--- config.mk ---
export PLATFORM = sky130hd
export DESIGN_NAME = mt_seeder
export DESIGN_NICKNAME = d
export VERILOG_FILES = /design/src/rtl/mt_seeder.sv
export SDC_FILE = /design/constraint.sdc
export NUM_CORES = 1
export LEC_CHECK = 0
export ABC_AREA = 1
export BUFFER_PORTS_ARGS = -buffer_cell sky130_fd_sc_hd__clkbuf_2
export CORE_ASPECT_RATIO = 0.5
export CORE_MARGIN = 4
export CORE_UTILIZATION = 30
export CTS_BUF_LIST = sky130_fd_sc_hd__clkbuf_4 sky130_fd_sc_hd__clkbuf_8
export DETAILED_ROUTE_END_ITERATION = 10
export SLEW_MARGIN = 20
export SYNTH_ARGS = -nofsm -noshare
export SYNTH_HDL_FRONTEND = slang
export SYNTH_SLANG_ARGS = --single-unit
--- constraint.sdc ---
create_clock -name clk -period 11.65 [get_ports clk]
set_input_delay 2.9125 -clock clk [delete_from_list [all_inputs] [get_ports clk]]
set_output_delay 2.9125 -clock clk [all_outputs]
set_load 0.01 [all_outputs]
--- src/rtl/mt_seeder.sv ---
// Mersenne Twister seed expander: streams N initial state words from one seed.
// Optional MT_SEEDER_RESEED_EN: accept a new seed during LOAD and restart.
module mt_seeder #(
   parameter int unsigned  W = 32,
   parameter int unsigned  N = 624,
   parameter logic [W-1:0] F = 32'd1812433253
) (
   input  logic         clk,
   input  logic         n_rst,
   input  logic         seed_valid,
   input  logic [W-1:0] seed,
   output logic         seed_ready,
   output logic         load_value,
   output logic [W-1:0] value,
   output logic         busy,
   output logic         done,
   output logic         seeded
);

   localparam int unsigned  IW   = (N > 1) ? $clog2(N) : 1;
   localparam logic [IW-1:0] LAST = IW'(N - 1);

   typedef enum logic [1:0] {
      S_IDLE,
      S_LOAD,
      S_FIN
   } state_t;

   state_t        r_state;
   state_t        w_state_nxt;
   logic [IW-1:0] r_index;
   logic [IW-1:0] w_index_nxt;
   logic [W-1:0]  r_value;
   logic [W-1:0]  w_value_nxt;
   logic          r_load_value;
   logic          w_load_nxt;
   logic          r_busy;
   logic          w_busy_nxt;
   logic          r_done;
   logic          w_done_nxt;
   logic          r_seeded;
   logic          w_seeded_nxt;
   logic          w_accept;
   logic [W-1:0]  w_mix;
   logic [W-1:0]  w_prod;
   logic [W-1:0]  w_next;

`ifdef MT_SEEDER_RESEED_EN
   assign seed_ready = (r_state == S_IDLE) || (r_state == S_FIN) ||
                       (r_state == S_LOAD);
`else
   assign seed_ready = (r_state == S_IDLE) || (r_state == S_FIN);
`endif

   assign w_accept = seed_valid && seed_ready;

   // x[i] = F*(x[i-1] ^ (x[i-1] >> (W-2))) + i, low W bits only
   assign w_mix  = r_value ^ (r_value >> (W - 2));
   assign w_prod = F * w_mix;
   assign w_next = w_prod + W'(r_index) + W'(1'b1);

   always_comb begin
      w_state_nxt  = r_state;
      w_index_nxt  = r_index;
      w_value_nxt  = r_value;
      w_load_nxt   = r_load_value;
      w_busy_nxt   = r_busy;
      w_done_nxt   = 1'b0;
      w_seeded_nxt = r_seeded;
      unique case (r_state)
         S_IDLE, S_FIN: begin
            if (w_accept) begin
               w_state_nxt = S_LOAD;
               w_value_nxt = seed;
               w_index_nxt = '0;
               w_load_nxt  = 1'b1;
               w_busy_nxt  = 1'b1;
            end else begin
               w_state_nxt = S_IDLE;
            end
         end
         S_LOAD: begin
            if (w_accept) begin
               w_value_nxt = seed;
               w_index_nxt = '0;
            end else if (r_index == LAST) begin
               w_state_nxt  = S_FIN;
               w_load_nxt   = 1'b0;
               w_busy_nxt   = 1'b0;
               w_done_nxt   = 1'b1;
               w_seeded_nxt = 1'b1;
            end else begin
               w_value_nxt = w_next;
               w_index_nxt = r_index + 1'b1;
            end
         end
         default: begin
            w_state_nxt = S_IDLE;
            w_load_nxt  = 1'b0;
            w_busy_nxt  = 1'b0;
         end
      endcase
   end

   always_ff @(posedge clk or negedge n_rst) begin
      if (!n_rst) begin
         r_state      <= S_IDLE;
         r_index      <= '0;
         r_value      <= '0;
         r_load_value <= 1'b0;
         r_busy       <= 1'b0;
         r_done       <= 1'b0;
         r_seeded     <= 1'b0;
      end else begin
         r_state      <= w_state_nxt;
         r_index      <= w_index_nxt;
         r_value      <= w_value_nxt;
         r_load_value <= w_load_nxt;
         r_busy       <= w_busy_nxt;
         r_done       <= w_done_nxt;
         r_seeded     <= w_seeded_nxt;
      end
   end

   assign load_value = r_load_value;
   assign value      = r_value;
   assign busy       = r_busy;
   assign done       = r_done;
   assign seeded     = r_seeded;

endmodule
After elaboration in Yosys (flattened, before gate mapping). Index checks and enable logic that the tools add are counted. Widths: inputs -> output; s select.

Bits in registers: 47. Bits in latches: 0. Memory bits (writable): 0. Memory bits (read-only): 0. Input port bits: 35. Output and inout port bits: 37. Word-level logic and storage cells: 47. Memories: 0.

Add/subtract/negate cells: 3. Multipliers: 1. Divide/modulo/power cells: 0. Order comparisons: 0. Equality and inequality tests: 7. Shifts and indexed selects: 0. Muxes and demuxes: 19. Bitwise gates (word level): 2. Reductions and logical operators: 9.

Operators by type and width (count): $mux 32 (3); $pmux 32 s2 (1); $add 32x1->32 const B (1); $add 32x10->32 (1); $mul 31x32->32 const A (1); $xor 32x2->32 (1); $mux 10 (3); $pmux 10 s2 (1); $add 10x1->10 const B (1); $eq 10x10->1 const B (1); $reduce_and 3->1 (3); $mux 1 (7); $ne 2x2->1 const B (3); $mux 2 (2); $pmux 2 s2 (1); $ne 3x3->1 const B (1); $eq 2x1->1 const B (1); $eq 2x2->1 const B (1); $logic_not 2->1 (1); $pmux 1 s2 (1); $reduce_and 2->1 (1); $reduce_bool 2->1 (1); $reduce_or 2->1 (1); $logic_and 1x1->1 (1); other kinds (2) (2).

Logic depth before layout (Yosys ltp). Gate-level depths: netlist of the first run.

Depth in word-level cells: 7. Depth in mapped cells: 29. Gate-level depth less buffers: 29.

Worst setup path after synthesis of the first run. No wires, ideal clock.

Path kind: register -> register. From: register r_value[1], in the netlist value[1]. To: register r_value[23], in the netlist value[23]. Library setup time: 129 ps. Data arrival time: 5626 ps. Data required time: 11521 ps. Path slack: 5894 ps. Cell stages (with the launch flop): 27. Period minus slack after synthesis: 5756 ps. Cell sequence: dfrtp_1 -> xnor2_1 -> xnor2_1 -> inv_1 -> ha_1 -> or2_2 -> ha_1 -> inv_1 -> fa_1 -> inv_1 -> ha_1 -> fa_1 -> fa_1 -> fa_1 -> inv_1 -> fa_1 -> inv_1 -> ha_1 -> nand2_1 -> nor2_1 -> inv_1 -> nor3_1 -> nand4_1 -> nand3_1 -> a21oi_1 -> o21ai_0 -> nand3_1.

Cells in the longest elaborated chain, start to end: 7.

RTL lines: from (decl) (RTL line 33) `logic [W-1:0] r_value;`; from (signal assigned) (RTL line 117) `r_value <= w_value_nxt;`; $xor 32x2->32 (RTL line 58) `assign w_mix = r_value ^ (r_value >> (W - 2));`; $mul 31x32->32 (RTL line 59) `assign w_prod = F * w_mix;`; $add 32x10->32 (RTL line 60) `assign w_next = w_prod + W'(r_index) + W'(1'b1);`; $add 32x1->32 (RTL line 60); $mux 32 (RTL line 86) `end else if (r_index == LAST) begin`; $mux 32 (RTL line 83) `if (w_accept) begin`; $pmux 32 s2 (RTL line 70) `unique case (r_state)`.

Every way passes these cells. The select of a mux whose other input is x is not followed. A chain may end at the register's enable or synchronous reset.

Final worst setup path of the first run.
From: register r_value[30], in the netlist value[30]. To: register r_value[23], in the netlist value[23].

The elaborated chain is that of the path after synthesis.

==> results of run 1 <==
## layout make-up
cell class              instances  area [um2]  area share (%)
repair buffers                 79         415            3.43
well taps                     484         606            5.00
multi-input cells             886        8500            70.2
clock buffers                   6        76.3           0.630
clock inverters                 2        60.1           0.496
inverters                     339        1280            10.5
flip-flops and latches         47        1180            9.71
## metrics by stage
step | setup slack [ns] | utilization, % | cell area, um2 | hold WS [ns]
3_3_place_gp | 5.08 | 33.2 | 12000 | 0.456
3_5_place_dp | 5.03 | 33.2 | 12000 | 0.464
4_1_cts | 4.98 | 33.5 | 12100 | 0.486
2_1_floorplan | 5.89 | - | 11000 | 0.493
5_1_grt | 4.62 | 33.5 | 12100 | 0.502
6_report | 4.97 | 33.5 | 12100 | 0.485
## cell usage after synthesis, drive strengths merged
| cell type | n | share of area [%] |
|---|---|---|
| o21bai | 5 | 0.34 |
| o21ai | 48 | 2.2 |
| clkbuf | 4 | 0.14 |
| o21a | 4 | 0.27 |
| nor4b | 2 | 0.16 |
| a31oi | 5 | 0.28 |
| ha | 238 | 27 |
| a2bb2oi | 1 | 0.079 |
| a21o | 3 | 0.20 |
| nand3b | 5 | 0.34 |
| and3 | 1 | 0.057 |
| a21oi | 68 | 3.1 |
| inv | 339 | 12 |
| a22o | 5 | 0.40 |
| buf | 7 | 0.62 |
| a211oi | 1 | 0.068 |
| nor2 | 58 | 2.1 |
| a22oi | 2 | 0.14 |
| nand3 | 55 | 2.6 |
| nand2 | 186 | 6.6 |
| nor3 | 7 | 0.41 |
| nand4 | 11 | 0.68 |
| a21boi | 1 | 0.068 |
| o211ai | 4 | 0.32 |
| nor4 | 2 | 0.11 |
| xor2 | 8 | 0.63 |
| xnor2 | 9 | 0.71 |
| or2 | 3 | 0.17 |
| dfrtp | 47 | 11 |
| fa | 154 | 28 |
## registers in the layout (all words and copies together), names as in the netlist
name / count
busy: 1
done: 1
r_index: 10
r_state: 2
seeded: 1
value: 32
## metal layers
| metal | wire length (um) | up-vias |
|---|---|---|
| met5 | 0 | - |
| met1 | 14100 | 4136 |
| met4 | 1060 | 0 |
| met2 | 14600 | 196 |
| met3 | 1370 | 51 |
| li1 | - | 4170 |
## worst paths after layout
kind / from / endpoint / cells past startpoint
setup / recovery: value[30] / value[23] / 26
max in group asynchronous: n_rst / value[6] / 2
hold / removal: seeded / seeded / 1
setup reg to reg: value[30] / value[23] / 26
min in group asynchronous: n_rst / value[9] / 2
hold reg to reg: seeded / seeded / 1
## kinds of logic after synthesis
group | count (synthesis)
DFF | 47
AOI/OAI and AO/OA | 147
adders and majority gates | 392
buffers and inverters | 350
xor gates and xnor gates | 17
and+or+nand+nor | 330
==> flow_summary_export.csv, run 1 <==
group,metric,value,unit
placement,placed_cells,1835,
placement,gp_congestion,0.926,
critical_path,path_max_fanout,5,
critical_path,cp.arrival,6.87,ns
outcome,status,"complete, no violations",
clock_tree,clock_sinks,47,
floorplanning,core.rowCount,49,
grt,grt_use_met3,1.28,%
critical_path,path_class,"register to register",
final_layout,final_cells,1843,
clock_tree,numCtsBuffers,5,
yosys,synth_compound_area_share,7.52,%
yosys,synthDistinctLibCells,49,
routing,drt_iter0_markers,492,
timing,worst_pin_slew,0.981,ns
timing,fmax,0.150,GHz
clock_tree,path_clk_slew,0.09,ns
critical_path,rrSetupSlack,4.97,ns
timing,setup_tns,0,ns
timing,skew,0.0107,ns
timing,period_minus_slack,6.68,ns
critical_path,critPathMaxStageDelay,0.52,ns
final_layout,layout_commonest_cell,"inv_1",
critical_path,cp_common_cell,"inv_1",
floorplanning,start_util,30.6,%
clock_tree,clk_path_buf_depth,2,
floorplanning,core,0.0361,mm2
routing,vias,8553,
routing,totalWireLength,31.1,mm
timing,fin_crit_sh,57.4,%
clock_tree,post_cts_buffers,0,
critical_path,crit_family,"adder cells",
grt,top_usage_layer,"met2",
critical_path,crit_buf_inv,6,
grt,grtUsageTotal,16.0,%
routing,wl_per_cell,16.9,um
grt,met1_usage,22.0,%
final_layout,final_cell_mix,"inv_1, ha_1, nand2_1",
final_layout,layout.nets,1785,
yosys,syn-instance-count,1283,
clock_tree,cts-resized-gates,0,
yosys,synth_top_family_by_area,"adder cells",
critical_path,required,11.84,ns
worst_hold_path,hp-class,"register to register",
grt,grt_pass1_wl,50.1,mm
timing,setup_viol,0,
final_layout,final.fill_count,3756,
clock_tree,ctsHoldBuffers,0,
timing,relSlewSlack,34.5,%
final_layout,drive_above_1_share,8.02,%
routing,drt_first_pass_iters,6,
timing,hold_viol,0,
grt,grt_pass1_vias,8954,
critical_path,cp_slowest_cell,"fa_1",
clock_tree,cts_max_level,2,
yosys,ys.warnings.count,0,
floorplanning,die_h,144,um
grt,grt-ovfl-total,0,
routing,ant_nets,0,
floorplanning,dieWidth,279,um
grt,met2_usage,27.5,%
yosys,syn_area,0.0110,mm2
yosys,synthMuxAreaShare,0,%
placement,numPortBuffers,71,
clock_tree,cts_tree,"done",
yosys,ys_seq_area_share,10.7,%
placement,hpwl,26.0,mm
clock_tree,insertion_delay,0.31,ns
yosys,synth_area_per_cell,8.61,um2
critical_path,start_kind,"register",
grt,antenna_found_initial,0,
yosys,synthXorXnorAreaFrac,1.35,%
routing,drc,0,
floorplanning,dieArea,0.0401,mm2
timing,drv_slew,0,
routing,via_per_inst,4.64,
run,drv_cap,0,
critical_path,endpoint_kind,"register",
yosys,syn_nets,1710,
yosys,yosys.area_share.adder,54.9,%
clock_tree,root_buffer,"clkbuf_8",
yosys,yosys.area_share.simple,13.2,%
final_layout,antenna_cells,0,
floorplanning,num_io_pins,72,
final_layout,syn2layout_area_growth,9.72,%
yosys,ys_ff_latch,47,
timing,rsz0062_at_grt,"no",
grt,grt_max_degree,48,
Power of run 1 is left out: the tool's default activity adds up to more than one toggle a clock period on the data nets, which glitch-free logic cannot reach.
==> run 2: changes to the inputs <==
--- a/config.mk
+++ b/config.mk
@@ -5,7 +5,7 @@
 export SDC_FILE = /design/constraint.sdc
 export NUM_CORES = 1
 export LEC_CHECK = 0
-export ABC_AREA = 1
+export ABC_AREA = 0
 export BUFFER_PORTS_ARGS = -buffer_cell sky130_fd_sc_hd__clkbuf_2
 export CORE_ASPECT_RATIO = 0.5
 export CORE_MARGIN = 4
==> constraint.sdc (replaced) <==
create_clock -name clk -period 6.85 [get_ports clk]
set_input_delay 1.7125 -clock clk [delete_from_list [all_inputs] [get_ports clk]]
set_output_delay 1.7125 -clock clk [all_outputs]
set_load 0.01 [all_outputs]
==> flow_summary_export.csv, run 2 <==
group,metric,value,unit
final_layout,postLayoutCellArea,0.0117,mm2
timing,skew,0.0230,ns
routing,totalWireLength,28.0,mm
critical_path,path_cells,"xor2_1, xor2_1, ha_1, or2_2, ha_1, fa_1, ha_1, fa_1, fa_1, fa_1, inv_1, fa_1, inv_1, ha_1, a21o_1, or4_1, o221ai_1, a21oi_1, a211oi_2, a21oi_1, xnor2_1, o21ai_1",
yosys,syn_area,0.0105,mm2
routing,vias,7596,
yosys,synthXorXnorAreaFrac,4.50,%
critical_path,cp.arrival,6.66,ns
yosys,yosys.area.top_type,"fa_1",
critical_path,rr_endpoint,"value[31]",
grt,grtUsageTotal,15.2,%
yosys,syn_nets,1508,
critical_path,cp_common_cell,"fa_1",
final_layout,final_cell_mix,"inv_1, ha_1, fa_1",
floorplanning,core.rowCount,48,
final_layout,antenna_cells,0,
yosys,ys.warnings.count,0,
floorplanning,core,0.0345,mm2
clock_tree,cts-resized-gates,0,
critical_path,r2r-start,"value[30]",
yosys,ys.flop_type,"dfrtp_1",
yosys,synth_compound_area_share,8.92,%
yosys,synth_area_per_cell,9.72,um2
placement,hpwl,23.9,mm
timing,setup_tns,0,ns
routing,drt_first_pass_iters,5,
clock_tree,post_cts_buffers,0,
timing,rsz0062_at_grt,"no",
floorplanning,num_io_pins,72,
yosys,synth_area_leaders,"fa_1, ha_1, dfrtp_1, inv_1, xnor2_1",
critical_path,required,7.09,ns
timing,fmax,0.156,GHz
worst_hold_path,hp-class,"register to register",
final_layout,final.fill_count,3530,
timing,worst_pin_slew,0.879,ns
routing,via_per_inst,4.62,
floorplanning,dieWidth,273,um
yosys,synth-edff-count,0,
critical_path,crit_family,"adder cells",
timing,drv_slew,0,
final_layout,drive_above_1_share,10.7,%
final_layout,layout.nets,1597,
grt,grt_pass1_wl,45.0,mm
final_layout,largest_reg_flops,32,
clock_tree,clock_sinks,47,
critical_path,ff2ff_path_depth,22,
critical_path,crit_buf_inv,2,
worst_hold_path,min_from,"seeded",
timing,hold_viol,0,
placement,gp_congestion,0.888,
yosys,synth_top_family_by_area,"adder cells",
yosys,ys_seq_area_share,11.2,%
run,drv_cap,0,
critical_path,cp_slowest_cell,"fa_1",
timing,setup_viol,0,
grt,grt_max_degree,48,
yosys,synthMuxAreaShare,0.679,%
final_layout,layout_commonest_cell,"inv_1",
routing,ant_nets,0,
yosys,synth.most_common_cell,"inv_1",
worst_hold_path,worstHoldEndpoint,"seeded",
timing,period_minus_slack,6.42,ns
routing,wl_per_cell,17.0,um
clock_tree,ctsHoldBuffers,0,
timing,relSlewSlack,41.1,%
critical_path,start_kind,"register",
clock_tree,cts_max_level,2,
yosys,async_reset_ff_share,100,%
grt,antenna_found_initial,0,
worst_hold_path,hold_depth,1,
outcome,status,"complete, no violations",
clock_tree,insertion_delay,0.35,ns
yosys,yosys.area_share.adder,57.7,%
critical_path,crit_start,"value[30]",
placement,place_area,0.0116,mm2
yosys,synth.cells.most_frequent,"inv_1, ha_1, fa_1, dfrtp_1, xnor2_1",
grt,grt-ovfl-total,0,
critical_path,path_class,"register to register",
yosys,synthDistinctLibCells,54,
clock_tree,clk_path_buf_depth,2,
critical_path,critPathMaxStageDelay,0.52,ns
routing,drt_iter0_markers,359,
yosys,syn-instance-count,1081,
final_layout,syn2layout_area_growth,11.5,%
clock_tree,numCtsBuffers,5,
clock_tree,path_clk_slew,0.11,ns
routing,drc,0,
critical_path,path_max_fanout,8,
critical_path,endpoint_kind,"register",
yosys,synth_top_area_share,29.3,%
floorplanning,die_h,140,um
placement,numPortBuffers,71,
grt,grt_pass1_vias,8087,
clock_tree,cts_tree,"done",
yosys,yosys.area_share.simple,6.38,%
critical_path,rrSetupSlack,0.43,ns
floorplanning,start_util,30.4,%
yosys,ys_ff_latch,47,
clock_tree,root_buffer,"clkbuf_8",
floorplanning,dieArea,0.0383,mm2
timing,fin_crit_sh,93.8,%
## run 2: per-stage QoR
stage               setup slack [ns]  instances  hold slack (ns)  util [%]
global route                  0.0810       1645            0.512      33.9
CTS                            0.363       1645            0.479      33.9
finish                         0.427       1645            0.474      33.9
floorplan                      0.500       1081            0.451         -
detailed placement             0.408       1638            0.456      33.6
global placement               0.492       1638            0.448      33.6
## run 2: worst max path at each step
stage | end | cells after the start
global route | value[31] | 23
global placement | value[31] | 23
finish | value[31] | 22
detailed placement | value[31] | 23
floorplan | value[31] | 22
CTS | value[31] | 23
## run 2: cells by family after synthesis
| kind of cell | count (synthesis) |
|---|---|
| DFF | 47 |
| and+or+nand+nor | 138 |
| AOI/OAI and AO/OA | 146 |
| xor gates and xnor gates | 54 |
| adders and majority gates | 392 |
| buffers and inverters | 297 |
| muxes | 7 |
## run 2: metal layers
| metal | track usage [%] | routed length, um | vias up |
|---|---|---|---|
| li1 | - | - | 3662 |
| met1 | 20.3 | 12600 | 3749 |
| met2 | 26.0 | 13300 | 142 |
| met3 | 1.75 | 1220 | 43 |
| met4 | 4.92 | 864 | 0 |
| met5 | 0 | 0 | - |
## run 2: layout make-up
| class | count | area [um2] | area share, % |
|---|---|---|---|
| multi-input cells | 737 | 8230 | 70.2 |
| clock buffers | 6 | 82.6 | 0.705 |
| clock inverters | 1 | 8.76 | 0.0747 |
| repair buffers | 102 | 588 | 5.02 |
| well taps | 475 | 594 | 5.07 |
| flip-flops and latches | 47 | 1180 | 10.0 |
| inverters | 277 | 1040 | 8.87 |
Power of run 2 is left out for the same reason.
